$ cat src/rtl/cnnip_pkg.sv
// Shared width helpers for the cnnip FIFO family.
package cnnip_pkg;

    // Pointer width: enough bits to address DEPTH entries, never zero.
    function automatic int unsigned ptr_w(input int unsigned depth);
        return (depth <= 2) ? 1 : $clog2(depth);
    endfunction

    // Counter width: enough bits to represent 0..depth inclusive.
    function automatic int unsigned cnt_w(input int unsigned depth);
        return $clog2(depth + 1);
    endfunction

endpackage

$ cat src/rtl/cnnip_wrap_ctr.sv
// Modulo-N counter with synchronous clear; used for the FIFO read/write pointers.
module cnnip_wrap_ctr
    import cnnip_pkg::*;
#(
    parameter int unsigned N = 4,
    parameter int unsigned W = 2
) (
    input  logic         clk_a,
    input  logic         arstz_aq,
    input  logic         clr_a,
    input  logic         inc_a,
    output logic [W-1:0] cnt_aq
);

    localparam logic [W-1:0] Last = W'(N - 1);

    logic [W-1:0] cnt_d;

    // Next count: clear wins, otherwise step and wrap from N-1 back to 0.
    always_comb begin
        cnt_d = cnt_aq;
        if (clr_a) begin
            cnt_d = '0;
        end else if (inc_a) begin
            cnt_d = (cnt_aq == Last) ? '0 : cnt_aq + W'(1);
        end
    end

    // Count register.
    always_ff @(posedge clk_a or negedge arstz_aq) begin
        if (!arstz_aq) begin
            cnt_aq <= '0;
        end else begin
            cnt_aq <= cnt_d;
        end
    end

endmodule

$ cat src/rtl/cnnip_fifo_lvl.sv
// Single-clock valid/ready FIFO with occupancy, registered almost-flags,
// synchronous flush and a high-water-mark monitor.
module cnnip_fifo_lvl
    import cnnip_pkg::*;
#(
    parameter int unsigned WIDTH     = 32,
    parameter int unsigned DEPTH     = 4,
    parameter int unsigned AFULL_TH  = DEPTH - 1,
    parameter int unsigned AEMPTY_TH = 1
) (
    input  logic                        clk_a,
    input  logic                        arstz_aq,
    input  logic                        clr_a,
    input  logic                        in_valid_a,
    output logic                        in_ready_a,
    input  logic [WIDTH-1:0]            in_data_a,
    output logic                        out_valid_a,
    input  logic                        out_ready_a,
    output logic [WIDTH-1:0]            out_data_a,
    output logic [cnt_w(DEPTH)-1:0]     level_a,
    output logic                        afull_a,
    output logic                        aempty_a,
    output logic [cnt_w(DEPTH)-1:0]     hwm_a
);

    localparam int unsigned PW = ptr_w(DEPTH);
    localparam int unsigned CW = cnt_w(DEPTH);

    localparam logic [CW-1:0] DepthC   = CW'(DEPTH);
    localparam logic [CW-1:0] AFullTh  = CW'(AFULL_TH);
    localparam logic [CW-1:0] AEmptyTh = CW'(AEMPTY_TH);

    if (DEPTH == 0) begin : g_bad_depth
        $fatal(1, "cnnip_fifo_lvl: DEPTH must be >= 1");
    end
    if (AFULL_TH < 1 || AFULL_TH > DEPTH) begin : g_bad_afull
        $fatal(1, "cnnip_fifo_lvl: AFULL_TH must be in 1..DEPTH");
    end
    if (AEMPTY_TH >= DEPTH) begin : g_bad_aempty
        $fatal(1, "cnnip_fifo_lvl: AEMPTY_TH must be in 0..DEPTH-1");
    end

    logic [WIDTH-1:0] mem_q [DEPTH];
    logic [PW-1:0]    wr_ptr, rd_ptr;
    logic [CW-1:0]    level_q, level_d;
    logic [CW-1:0]    hwm_q, hwm_d;
    logic             in_ready_q, out_valid_q;
    logic             afull_q, aempty_q;
    logic             push, pop;

    // A flush discards any handshake presented in the same cycle.
    assign push = in_valid_a & in_ready_q & ~clr_a;
    assign pop  = out_valid_q & out_ready_a & ~clr_a;

    cnnip_wrap_ctr #(
        .N (DEPTH),
        .W (PW)
    ) u_wr_ptr (
        .clk_a    (clk_a),
        .arstz_aq (arstz_aq),
        .clr_a    (clr_a),
        .inc_a    (push),
        .cnt_aq   (wr_ptr)
    );

    cnnip_wrap_ctr #(
        .N (DEPTH),
        .W (PW)
    ) u_rd_ptr (
        .clk_a    (clk_a),
        .arstz_aq (arstz_aq),
        .clr_a    (clr_a),
        .inc_a    (pop),
        .cnt_aq   (rd_ptr)
    );

    // Next occupancy and high-water mark.
    always_comb begin
        level_d = level_q;
        if (clr_a) begin
            level_d = '0;
        end else begin
            unique case ({push, pop})
                2'b10:   level_d = level_q + CW'(1);
                2'b01:   level_d = level_q - CW'(1);
                default: level_d = level_q;
            endcase
        end
        hwm_d = clr_a ? '0 : ((level_d > hwm_q) ? level_d : hwm_q);
    end

    // Control state; all handshake and flag outputs come from level_d.
    always_ff @(posedge clk_a or negedge arstz_aq) begin
        if (!arstz_aq) begin
            level_q     <= '0;
            hwm_q       <= '0;
            in_ready_q  <= 1'b1;
            out_valid_q <= 1'b0;
            afull_q     <= 1'b0;
            aempty_q    <= 1'b1;
        end else begin
            level_q     <= level_d;
            hwm_q       <= hwm_d;
            in_ready_q  <= (level_d != DepthC);
            out_valid_q <= (level_d != '0);
            afull_q     <= (level_d >= AFullTh);
            aempty_q    <= (level_d <= AEmptyTh);
        end
    end

    // Storage is not reset; out_valid_a gates any stale contents.
    always_ff @(posedge clk_a) begin
        if (push) begin
            mem_q[wr_ptr] <= in_data_a;
        end
    end

    assign out_data_a  = mem_q[rd_ptr];
    assign in_ready_a  = in_ready_q;
    assign out_valid_a = out_valid_q;
    assign level_a     = level_q;
    assign hwm_a       = hwm_q;
    assign afull_a     = afull_q;
    assign aempty_a    = aempty_q;

endmodule

$ cat config.mk
export PLATFORM = sky130hd
export DESIGN_NAME = cnnip_fifo_lvl
export DESIGN_NICKNAME = d
export VERILOG_FILES = /design/src/rtl/cnnip_pkg.sv /design/src/rtl/cnnip_wrap_ctr.sv /design/src/rtl/cnnip_fifo_lvl.sv
export SDC_FILE = /design/constraint.sdc
export NUM_CORES = 1
export LEC_CHECK = 0
export CORE_ASPECT_RATIO = 1.4
export CORE_UTILIZATION = 24
export DETAILED_ROUTE_END_ITERATION = 7
export GPL_ROUTABILITY_DRIVEN = 0
export GPL_TIMING_DRIVEN = 0
export SLEW_MARGIN = 10
export SYNTH_ARGS = -nofsm -noshare
export SYNTH_HDL_FRONTEND = slang
export SYNTH_HIERARCHICAL = 1
export SYNTH_SLANG_ARGS = --single-unit
$ cat constraint.sdc
create_clock -name clk_a -period 5.9 [get_ports clk_a]
set_input_delay 0.885 -clock clk_a [delete_from_list [all_inputs] [get_ports clk_a]]
set_output_delay 0.885 -clock clk_a [all_outputs]
set_load 0.005 [all_outputs]
==> parameters.txt, run 1 <==
Parameter                              Value

Floorplan
  FP Rows ... 64
  IO Count ... 79
  Die Footprint ... 23100 sq um
  Area of the core ... 21900 sq um
  Die X ... 129 microns
  Die boundary height ... 180 microns
  Initial standard-cell utilization of the core ... 0.246

Final layout
  Finished Cell Area ... 7300 sq um
  Fillers ... 2127
  Post-layout nets ... 388
  Footprint of the multi-input gates ... 1120 sq um
  Area of all sequential standard cells ... 4200 sq um
  Antenna Diode Count ... 0
  P&R area growth vs syn ... 35.0%
  Fraction of layout instances using a drive strength above 1 ... 0.242

Setup path
  Critical path endpoint category ... flip-flop
  Data required time at the worst endpoint ... 6.19 ns
  Setup Crit Path Kind ... in2reg
  Worst setup SP type ... primary input
  Register-to-Register Setup Slack ... 2.42 ns
  Start of the worst register-to-register path ... in_ready_a
  Data arrival time of the critical path ... 4.51 ns
  R2r worst-path depth ... 12
  Worst r2r dst ... hwm_a[1]
  Crit Path Max Fanout ... 13
  Origin of the worst setup path ... clr_a

Clock network
  Hold buffer count at cts ... 0
  CTS tree ... built
  Post-CTS setup buffer count ... 0
  Clock Latency Late Sink ... 0.41 ns
  Clk buf depth ... 2
  Post-CTS sizing ... 0
  Clock transition time at the flip-flop clock pins of the worst setup and hold paths ... 0.06 ns
  TritonCTS Buffers ... 17
  CTS H-tree depth ... 4
  Root buffer selected by CTS ... sky130_fd_sc_hd__clkbuf_16
  Number of clock sinks ... 142

Synth
  Share of flip-flops with an asynchronous set or reset after synthesis ... 0.0986
  Number of flip-flops and latches in the synthesized netlist ... 142
  Number of enable-type register cells in the synthesized netlist ... 128
  Arithmetic-cell share of the synthesized area counting full adders, half adders and majority gates ... 0.0176
  Sequential element share of the synthesized area ... 0.776
  Largest family of logic cells by synthesized area ... multiplexers
  Syn_nets ... 281
  Multiplexer area fraction after synthesis ... 0.148
  Area fraction in and, or, nand and nor cells after synthesis ... 0.0280
  Cell area after synthesis ... 5410 sq um
  Compound-gate portion of the synthesized area ... 0.00717
  Leading register cell type out of synthesis ... sky130_fd_sc_hd__edfxtp_1
  Warnings, synthesis ... 6
  Post-synthesis cell type count ... 27
  Post-synthesis average cell area ... 22.8 sq um
  Gate count of the mapped netlist ... 237
  Parity-gate share of the synthesized area counting xor and xnor cells ... 0.00324

Detailed routing
  Routed length on met2 ... 5620 microns
  DRC violations left ... 0
  Met3 wire length ... 540 microns
  Wirelength per Cell ... 16.1 microns
  Total wire length ... 10500 microns
  Met1 WL ... 4200 microns
  Routed vias ... 2579
  Violation count after the first detailed-routing iteration ... 185
  Highest metal layer with signal wires ... met4
  Ratio of routed vias to standard cells ... 3.95
  Number of optimization iterations in the first detailed-route pass ... 4
  Antenna violation net count after detailed routing ... 0

Power
  Maximum ir drop on the vdd rail ... 194 uV
  Leakage power figure ... 2.42 nW
  Cell Pwr Density ... 337 nW/um^2

Hold path
  Cell depth of the worst hold path ... 2
  Worst hold-check path type ... reg2reg
  Start point of the worst hold path ... hwm_a[2]
  Terminating pin of the worst hold path ... hwm_a[2]

Timing
  Slew @ Worst Pin ... 0.705 ns
  Max-Slew Margin vs Limit ... 0.529
  Crit share post-route ... 0.715
  Clock period minus final worst setup slack ... 4.22 ns
  Number of endpoints failing setup at the final stage ... 0
  Total count of hold-check failures in the final report ... 0
  Clock skew ... 0.00593 ns
  Setup repair after global routing missed its margin ... no
  Pins over their slew limit ... 0
  Setup TNS ... 0 ns
  Maximum frequency from static timing analysis ... 237 MHz

Global route
  GR Overflow Total ... 0
  Vias in the first global route ... 2931
  First-pass GRT wire length ... 16800 microns
  Pin count of the biggest net entering global routing ... 18
  Number of antenna violations at the first check in global routing ... 0
  Total routing usage reported by global routing ... 0.100

Status
  Outcome ... completed

Place
  Count of input and output buffers ... 78
  DP HPWL ... 7310 microns
  Total cell area at the placement stage ... 6700 sq um

Flow run
  Max-capacitance violation count ... 0
-- report_power, final --
| group | internal (mW) | total (mW) | leakage, nW | switching (mW) |
|---|---|---|---|---|
| Combinational | 0.139 | 0.230 | 0.781 | 0.0913 |
| Sequential | 1.13 | 1.14 | 1.35 | 0.0132 |
| Clock | 0.697 | 1.09 | 0.289 | 0.389 |
| Total | 1.96 | 2.46 | 2.42 | 0.494 |
-- cells by family after synthesis --
group	after synthesis
AO/OA/AOI/OAI	4
XOR/XNOR	2
adder cells (fa/ha/maj)	7
buffers and inverters	13
flip-flops	142
multiplexers	39
AND/OR/NAND/NOR	30
-- synth_stat cells (all sizes together), types with 2 or more instances --
| cell | instances | area [sq um] |
|---|---|---|
| edfxtp | 128 | 3840 |
| mux4 | 32 | 728 |
| dfrtp | 12 | 300 |
| nor2 | 10 | 37.5 |
| buf | 7 | 86.3 |
| nand2 | 7 | 26.3 |
| ha | 6 | 75.1 |
| inv | 6 | 22.5 |
| mux2i | 6 | 60.1 |
| nand2b | 5 | 31.3 |
| a21oi | 2 | 17.5 |
| dfstp | 2 | 52.6 |
| or3b | 2 | 17.5 |
| xnor2 | 2 | 17.5 |
-- worst max-delay path: stages --
cell                              delay, ns
sky130_fd_sc_hd__clkdlybuf4s50_1       0.68
sky130_fd_sc_hd__or2_2                 0.47
sky130_fd_sc_hd__ha_1                  0.26
sky130_fd_sc_hd__fa_1                  0.39
sky130_fd_sc_hd__xnor2_1               0.13
sky130_fd_sc_hd__nor2_1                0.14
sky130_fd_sc_hd__mux2i_1               0.36
sky130_fd_sc_hd__inv_1                 0.15
sky130_fd_sc_hd__ha_1                  0.33
sky130_fd_sc_hd__o21ai_1               0.08
sky130_fd_sc_hd__a32oi_2               0.26
sky130_fd_sc_hd__mux2_1                0.35
-- routing by layer --
metal	up-vias	GRT usage
met5	-	0
met4	0	0.0409
met3	13	0.0378
met2	55	0.172
met1	1333	0.109
li1	1178	-
-- through the flow --
step / setup slack (ns) / cells / total power [mW] / utilization / hold WS [ns]
global route: 1.44 / 653 / 2.55 / 0.333 / 0.619
finish: 1.68 / 653 / 2.46 / 0.333 / 0.575
detailed placement: 1.24 / 622 / 1.40 / 0.305 / 0.563
CTS: 1.66 / 653 / 2.50 / 0.333 / 0.578
floorplan: 1.79 / 237 / 1.27 / - / 0.550
global placement: -1.41 / 612 / 1.39 / 0.299 / 0.572
-- final cells by class --
cell class,count,share of cell area
Timing Repair Buffer,88,0.123
Sequential cell,142,0.575
Clock buffer,17,0.0583
Tap cell,297,0.0509
Inverter,6,0.00309
Buffer,7,0.0118
Multi-Input combinational cell,82,0.154
Clock inverter,14,0.0240
-- registers in the layout, summed over array words and instances (netlist names) --
register,flops
in_ready_a,1
afull_a,1
aempty_a,1
u_rd_ptr/cnt_aq,2
out_valid_a,1
mem_q,128
u_wr_ptr/cnt_aq,2
hwm_a,3
level_a,3
-- worst max-delay path by stage --
stage                             end  slack [ns]  depth (start not counted)
after detailed placement     hwm_a[1]        1.24                         12
final                        hwm_a[1]        1.68                         12
after CTS                    hwm_a[1]        1.66                         12
after global routing         hwm_a[1]        1.44                         12
after floorplan           mem_q[2][0]        1.79                          3
after global placement    mem_q[2][3]       -1.41                          3
-- cell usage in the layout (no fill, tap or decap), types with 3 or more instances in the layout --
master	instances
sky130_fd_sc_hd__edfxtp_1	128
sky130_fd_sc_hd__clkdlybuf4s50_1	78
sky130_fd_sc_hd__mux4_2	30
sky130_fd_sc_hd__clkbuf_16	17
sky130_fd_sc_hd__dfrtp_1	12
sky130_fd_sc_hd__nor2_1	9
sky130_fd_sc_hd__nand2_1	7
sky130_fd_sc_hd__buf_4	7
sky130_fd_sc_hd__inv_1	6
sky130_fd_sc_hd__mux2i_1	6
sky130_fd_sc_hd__ha_1	6
sky130_fd_sc_hd__nand2b_1	5
sky130_fd_sc_hd__clkinv_2	5
sky130_fd_sc_hd__bufinv_16	4
sky130_fd_sc_hd__buf_12	3
sky130_fd_sc_hd__buf_2	3
sky130_fd_sc_hd__clkinvlp_4	3
(Power assumes the default switching activity.)
==> inputs of run 2 (changes only) <==
- clock period: 5.9 -> 4.15 ns (I/O delays scaled with it)
==> run 2 against run 1 <==
  * Sequential power is 42% higher
  * Global-route usage stayed put
  * Critical path type unchanged
  * Sequential share of layout area hardly changed
==> parameters.txt, run 2 (synthesis results as in run 1) <==
Parameter                              Value

Status
  Outcome ... completed

Floorplan
  Die X ... 129 microns (unchanged)
  Die Footprint ... 23100 sq um (unchanged)
  IO Count ... 79 (unchanged)
  Area of the core ... 21900 sq um (unchanged)
  FP Rows ... 64 (unchanged)
  Die boundary height ... 180 microns (unchanged)
  Initial standard-cell utilization of the core ... 0.246 (unchanged)

Timing
  Slew @ Worst Pin ... 0.700 ns (-0.00440 ns)
  Post-route worst setup slack ... 0.511 ns (-1.17 ns)
  Max-Slew Margin vs Limit ... 0.532 (+0.00294)
  Fin Hold WS ... 0.575 ns (-0.0000710 ns)
  Pins over their slew limit ... 0 (unchanged)
  Clock skew ... 0.00548 ns (-0.000450 ns)
  Number of endpoints failing setup at the final stage ... 0 (unchanged)
  Clock period minus final worst setup slack ... 3.64 ns
  Total count of hold-check failures in the final report ... 0 (unchanged)
  Setup repair after global routing missed its margin ... no
  Crit share post-route ... 0.877
  Maximum frequency from static timing analysis ... 275 MHz

Setup path
  Crit Path Max Fanout ... 4 (-9)
  Data required time at the worst endpoint ... 4.44 ns (-1.75 ns)
  Top Family by Delay on Critical Path ... adder cells
  Critical path endpoint category ... flip-flop
  Buffers & Inverters on Critical Path ... 2 (unchanged)
  Cell-by-cell trace of the critical path ... clkdlybuf4s50_1, nand2_1, or2_2, ha_1, fa_1, xnor2_1, nor2_1, mux2i_1, inv_1, ha_1, o21ai_1, a32oi_2, mux2_1
  Dominant cell type by count on the critical path ... sky130_fd_sc_hd__ha_1
  Worst setup SP type ... primary input
  Slowest Stage Delay on Critical Path ... 0.46 ns (-0.22 ns)
  Setup Crit Path Kind ... in2reg
  Data arrival time of the critical path ... 3.93 ns (-0.58 ns)
  Cell with the largest stage delay on the worst path ... sky130_fd_sc_hd__clkdlybuf4s50_1

Global route
  Global-route track usage on met2 ... 0.172 (unchanged)
  First-pass GRT wire length ... 16800 microns (unchanged)
  Met3 track utilization from global routing ... 0.0378 (unchanged)
  Total routing usage reported by global routing ... 0.100 (unchanged)
  GRT busiest layer ... met2
  Pin count of the biggest net entering global routing ... 18 (unchanged)
  GR Overflow Total ... 0 (unchanged)
  Met1 demand-to-capacity share in global routing ... 0.109 (unchanged)
  Vias in the first global route ... 2931 (unchanged)
  Number of antenna violations at the first check in global routing ... 0 (unchanged)

Final layout
  Max reg flops ... 128 (unchanged)
  Fraction of layout instances using a drive strength above 1 ... 0.242 (unchanged)
  Most common library cell in the layout ignoring fill and taps ... sky130_fd_sc_hd__edfxtp_1
  Antenna Diode Count ... 0 (unchanged)
  Post-layout nets ... 388 (unchanged)
  Finished Layout Cells ... 653 (unchanged)
  P&R area growth vs syn ... 35.0% (about the same)
  Most flop-heavy register ... mem_q
  Commonest cells after routing, fill and taps aside ... sky130_fd_sc_hd__edfxtp_1 (128), sky130_fd_sc_hd__clkdlybuf4s50_1 (77), sky130_fd_sc_hd__mux4_2 (30)

Power
  Maximum ir drop on the vdd rail ... 276 uV (+42%)
  Leakage power figure ... 2.43 nW (+0.38%)
  Cell Pwr Density ... 479 nW/um^2 (+42%)

Detailed routing
  Wirelength per Cell ... 16.1 microns (-0.17%)
  Violation count after the first detailed-routing iteration ... 179 (-3.2%)
  Number of optimization iterations in the first detailed-route pass ... 4 (unchanged)
  Ratio of routed vias to standard cells ... 3.95 (about the same)
  Total wire length ... 10500 microns (-0.17%)
  DRC violations left ... 0 (unchanged)
  Routed vias ... 2581 (+0.078%)
  Antenna violation net count after detailed routing ... 0 (unchanged)

Clock network
  TritonCTS Buffers ... 17 (unchanged)
  Clock Latency Late Sink ... 0.41 ns (about the same)
  Post-CTS setup buffer count ... 0 (unchanged)
  Root buffer selected by CTS ... sky130_fd_sc_hd__clkbuf_16
  CTS H-tree depth ... 4 (unchanged)
  Clock transition time at the flip-flop clock pins of the worst setup and hold paths ... 0.06 ns (about the same)
  CTS tree ... built
  Number of clock sinks ... 142 (unchanged)
  Clk buf depth ... 2 (unchanged)

Place
  DP HPWL ... 7310 microns (unchanged)
  Count of input and output buffers ... 78 (unchanged)
  Instance count after placement with tap cells included ... 622 (unchanged)
  Post-place setup slack ... -0.251 ns (-1.49 ns)

Hold path
  Worst hold-check path type ... reg2reg

Flow run
  Max-capacitance violation count ... 0 (unchanged)
-- run 2: metrics by stage --
stage	utilization	TNS (ns)	total power, mW	instance area [sq um]
5_1_grt	0.333	0	3.63	7300
2_1_floorplan	-	0	1.81	5410
3_3_place_gp	0.299	-196.69	1.98	6560
3_5_place_dp	0.305	-0.390	1.99	6700
4_1_cts	0.333	0	3.55	7300
6_report	0.333	0	3.49	7300
-- run 2: per-layer routing --
layer | vias up | wire, microns
li1 | 1177 | -
met4 | 0 | 174
met3 | 13 | 540
met1 | 1336 | 4170
met5 | - | 0
met2 | 55 | 5630
-- run 2: worst register-to-register path, cell delays in order, from the launching register on --
cell,delay (ns)
sky130_fd_sc_hd__dfstp_2,0.52
sky130_fd_sc_hd__nand2_1,0.04
sky130_fd_sc_hd__or2_2,0.32
sky130_fd_sc_hd__ha_1,0.26
sky130_fd_sc_hd__fa_1,0.39
sky130_fd_sc_hd__xnor2_1,0.13
sky130_fd_sc_hd__nor2_1,0.14
sky130_fd_sc_hd__mux2i_1,0.36
sky130_fd_sc_hd__inv_1,0.15
sky130_fd_sc_hd__ha_1,0.33
sky130_fd_sc_hd__o21ai_1,0.08
sky130_fd_sc_hd__a32oi_2,0.26
sky130_fd_sc_hd__mux2_1,0.35
-- run 2: repair_timing --
action                                  CTS  global route
endpoints found under the setup margin    0             1
resized for setup                         0             1
hold buffers                              0             0
endpoints found under the hold margin     0             0
-- run 2: power breakdown --
| part | total [mW] | switching [mW] | leakage, nW | internal, mW |
|---|---|---|---|---|
| registers | 1.62 | 0.0187 | 1.35 | 1.60 |
| logic | 0.327 | 0.130 | 0.790 | 0.197 |
| clock network | 1.54 | 0.554 | 0.289 | 0.991 |
-- run 2: layout make-up --
class / instances / area, sq um
repair buffers: 88 / 902
well taps: 297 / 372
plain buffers: 7 / 86.3
inverters: 6 / 22.5
multi-input cells: 82 / 1120
fillers: 2126 / 14600
clock buffers: 17 / 425
clock inverters: 14 / 175
flip-flops and latches: 142 / 4200
-- run 2: final timing paths --
| check | slack (ns) | endpoint | from | cells past startpoint |
|---|---|---|---|---|
| hold / removal | 0.57 | hwm_a[2] | hwm_a[2] | 2 |
| max in group asynchronous | 3.06 | u_rd_ptr/cnt_aq[0] | arstz_aq | 1 |
| setup / recovery | 0.51 | hwm_a[1] | in_valid_a | 13 |
| min in group asynchronous | 0.63 | out_valid_a | arstz_aq | 1 |
| setup reg to reg | 0.67 | hwm_a[1] | in_ready_a | 12 |
| hold reg to reg | 0.57 | hwm_a[2] | hwm_a[2] | 2 |
==> inputs of run 3 (changes only) <==
- CAP_MARGIN: unset -> 10
- CORE_UTILIZATION: 24 -> 54
- PLACE_DENSITY: unset -> 0.79
==> run 3 against run 2 <==
  * Combinational power barely moved
  * Largest power group unchanged
  * Cell area fell by 3.2%
  * Critical path type unchanged
  * Worst setup slack got worse by 0.32 ns
  * Critical endpoint unchanged
  * Sequential cell count did not move
  * Power fell by 1.0%
  * Largest cell class unchanged
  * Global-route usage rose by 11 points
  * Sequential share of layout area rose by 1.9 points
  * Final cell count fell by 25%
==> parameters.txt, run 3 (synthesis results as in run 1) <==
Parameter                              Value

Status
  Outcome ... completed

Global route
  Total routing usage reported by global routing ... 0.211 (+0.111)
  Number of antenna violations at the first check in global routing ... 0 (unchanged)
  GR Overflow Total ... 0 (unchanged)
  Vias in the first global route ... 2887 (-1.5%)
  First-pass GRT wire length ... 15300 microns (-9.0%)
  Pin count of the biggest net entering global routing ... 31 (+13)

Setup path
  Slowest Stage Delay on Critical Path ... 0.66 ns (+0.20 ns)
  Worst setup SP type ... primary input
  Dominant cell type by count on the critical path ... sky130_fd_sc_hd__ha_1
  Origin of the worst setup path ... clr_a
  R2r worst-path depth ... 12 (unchanged)
  Critical path endpoint category ... flip-flop
  Register-to-Register Setup Slack ... 0.64 ns (-0.03 ns)
  Worst r2r dst ... hwm_a[1]
  Data arrival time of the critical path ... 4.25 ns (+0.32 ns)
  Data required time at the worst endpoint ... 4.44 ns (about the same)
  Cell with the largest stage delay on the worst path ... sky130_fd_sc_hd__clkdlybuf4s50_1
  Worst setup path endpoint ... hwm_a[1]
  Cell-by-cell trace of the critical path ... clkdlybuf4s50_1, or2_2, ha_1, fa_1, xnor2_1, nor2_1, mux2i_1, inv_1, ha_1, o21ai_1, a32oi_2, mux2_1
  Crit Path Max Fanout ... 13 (+9)
  Start of the worst register-to-register path ... in_ready_a
  Setup Crit Path Kind ... in2reg

Final layout
  P&R area growth vs syn ... 30.7%
  Most flop-heavy register ... mem_q
  Fillers ... 575 (-73%)
  Antenna Diode Count ... 0 (unchanged)
  Max reg flops ... 128 (unchanged)
  Most common library cell in the layout ignoring fill and taps ... sky130_fd_sc_hd__edfxtp_1
  Area of all sequential standard cells ... 4200 sq um (unchanged)
  Commonest cells after routing, fill and taps aside ... sky130_fd_sc_hd__edfxtp_1 (128), sky130_fd_sc_hd__clkdlybuf4s50_1 (78), sky130_fd_sc_hd__mux4_2 (30)
  Footprint of the multi-input gates ... 1120 sq um (unchanged)
  Post-layout nets ... 386 (-0.52%)
  Fraction of layout instances using a drive strength above 1 ... 0.242 (+0.000680)

Floorplan
  FP Rows ... 42 (-34%)
  Die Footprint ... 10400 sq um (-55%)
  IO Count ... 79 (unchanged)
  Initial standard-cell utilization of the core ... 0.562 (+0.316)
  Die boundary height ... 120 microns (-33%)
  Die X ... 86.6 microns (-33%)
  Area of the core ... 9620 sq um (-56%)

Hold path
  Worst hold-check path type ... reg2reg

Timing
  Setup repair after global routing missed its margin ... no
  Crit share post-route ... 0.954 (+0.0771)
  Slew @ Worst Pin ... 0.963 ns (+0.263 ns)
  Pins over their slew limit ... 0 (unchanged)
  Clock period minus final worst setup slack ... 3.96 ns (+0.320 ns)
  Maximum frequency from static timing analysis ... 253 MHz (-8.1%)
  Setup TNS ... 0 ns (unchanged)
  Clock skew ... 0.00929 ns (+0.00381 ns)
  Number of endpoints failing setup at the final stage ... 0 (unchanged)
  Fin Hold WS ... 0.567 ns (-0.00773 ns)
  Total count of hold-check failures in the final report ... 0 (unchanged)
  Max-Slew Margin vs Limit ... 0.355 (-0.177)

Power
  Cell Pwr Density ... 490 nW/um^2 (+2.3%)
  Maximum ir drop on the vdd rail ... 374 uV (+35%)
  Psw ... 713 uW (+1.5%)
  Share of power burned in registers ... 0.470 (+0.005)
  Internal Dissipation ... 2.75 mW (-1.7%)
  Switching share of power ... 0.206 (+0.00513)
  Clock network fraction of total power ... 0.436 (-0.006)
  Proportion of power drawn by combinational gates ... 0.094 (about the same)
  Leakage power figure ... 2.40 nW (-1.1%)

Place
  DP HPWL ... 6130 microns (-16%)
  Count of input and output buffers ... 78 (unchanged)

Detailed routing
  Antenna violation net count after detailed routing ... 0 (unchanged)
  Violation count after the first detailed-routing iteration ... 141 (-21%)
  Wirelength per Cell ... 19.6 microns (+22%)
  Routed vias ... 2623 (+1.6%)
  DRC violations left ... 0 (unchanged)
  Ratio of routed vias to standard cells ... 5.39 (+36%)
  Total wire length ... 9540 microns (-9.2%)
  Number of optimization iterations in the first detailed-route pass ... 4 (unchanged)

Clock network
  Clock transition time at the flip-flop clock pins of the worst setup and hold paths ... 0.05 ns (about the same)
  CTS tree ... built
  Clock Latency Late Sink ... 0.41 ns (about the same)
  Post-CTS setup buffer count ... 0 (unchanged)
  Number of clock sinks ... 142 (unchanged)
  Hold buffer count at cts ... 0 (unchanged)
  Root buffer selected by CTS ... sky130_fd_sc_hd__clkbuf_16
  Post-CTS sizing ... 0 (unchanged)
  CTS H-tree depth ... 4 (unchanged)
  Clk buf depth ... 2 (unchanged)
  TritonCTS Buffers ... 17 (unchanged)

Flow run
  Max-capacitance violation count ... 0 (unchanged)
run 3: worst min path at each step:
| stage | endpoint | from | depth (start not counted) | slack (ns) |
|---|---|---|---|---|
| 3_5_place_dp | hwm_a[2] | hwm_a[2] | 2 | 0.56 |
| 4_1_cts | hwm_a[2] | hwm_a[2] | 2 | 0.57 |
| 6_report | hwm_a[2] | hwm_a[2] | 2 | 0.57 |
| 5_1_grt | hwm_a[2] | hwm_a[2] | 2 | 0.60 |
| 3_3_place_gp | hwm_a[2] | hwm_a[2] | 2 | 0.55 |
| 2_1_floorplan | afull_a | arstz_aq | 0 | 0.33 |
run 3: cell type report:
type / count / share of cell area
clock buffer: 18 / 0.0607
sequential: 142 / 0.594
tap: 132 / 0.0234
clock inverter: 14 / 0.0237
timing repair buffer: 86 / 0.124
multi-input combinational: 82 / 0.159
inverter: 6 / 0.00319
buffer: 7 / 0.0122
run 3: worst max-delay path, delay by kind of cell:
| kind | cells | cell delay [ns] |
|---|---|---|
| buffers and inverters | 2 | 0.84 |
| adder cells (fa/ha/maj) | 3 | 0.99 |
| XOR/XNOR | 1 | 0.13 |
| multiplexers | 2 | 0.72 |
| AND/OR/NAND/NOR | 2 | 0.57 |
| AO/OA/AOI/OAI | 2 | 0.36 |
run 3: stage by stage:
step / setup slack [ns] / area (sq um) / cells / power, mW / utilization
5_1_grt: 0.0234 / 7070 / 487 / 3.58 / 0.735
3_3_place_gp: -2.24 / 6350 / 447 / 1.96 / 0.661
6_report: 0.191 / 7070 / 487 / 3.46 / 0.735
2_1_floorplan: 0.307 / 5410 / 237 / 1.81 / -
4_1_cts: 0.183 / 7070 / 487 / 3.49 / 0.735
3_5_place_dp: -0.237 / 6470 / 455 / 1.98 / 0.673
run 3: power groups by stage:
| stage | registers, mW | logic, mW | clock network (mW) |
|---|---|---|---|
| after detailed placement | 1.65 | 0.326 | 0 |
| after global placement | 1.65 | 0.311 | 0 |
| after global routing | 1.63 | 0.351 | 1.60 |
| after CTS | 1.63 | 0.330 | 1.53 |
| after floorplan | 1.65 | 0.157 | 0 |
| final | 1.63 | 0.324 | 1.51 |
run 3: routing by layer:
| metal | wire, microns | GRT usage | share of wire |
|---|---|---|---|
| met4 | 258 | 0.125 | 0.027 |
| met3 | 416 | 0.0526 | 0.044 |
| met1 | 3660 | 0.244 | 0.38 |
| met5 | 0 | 0 | 0 |
| met2 | 5200 | 0.354 | 0.55 |
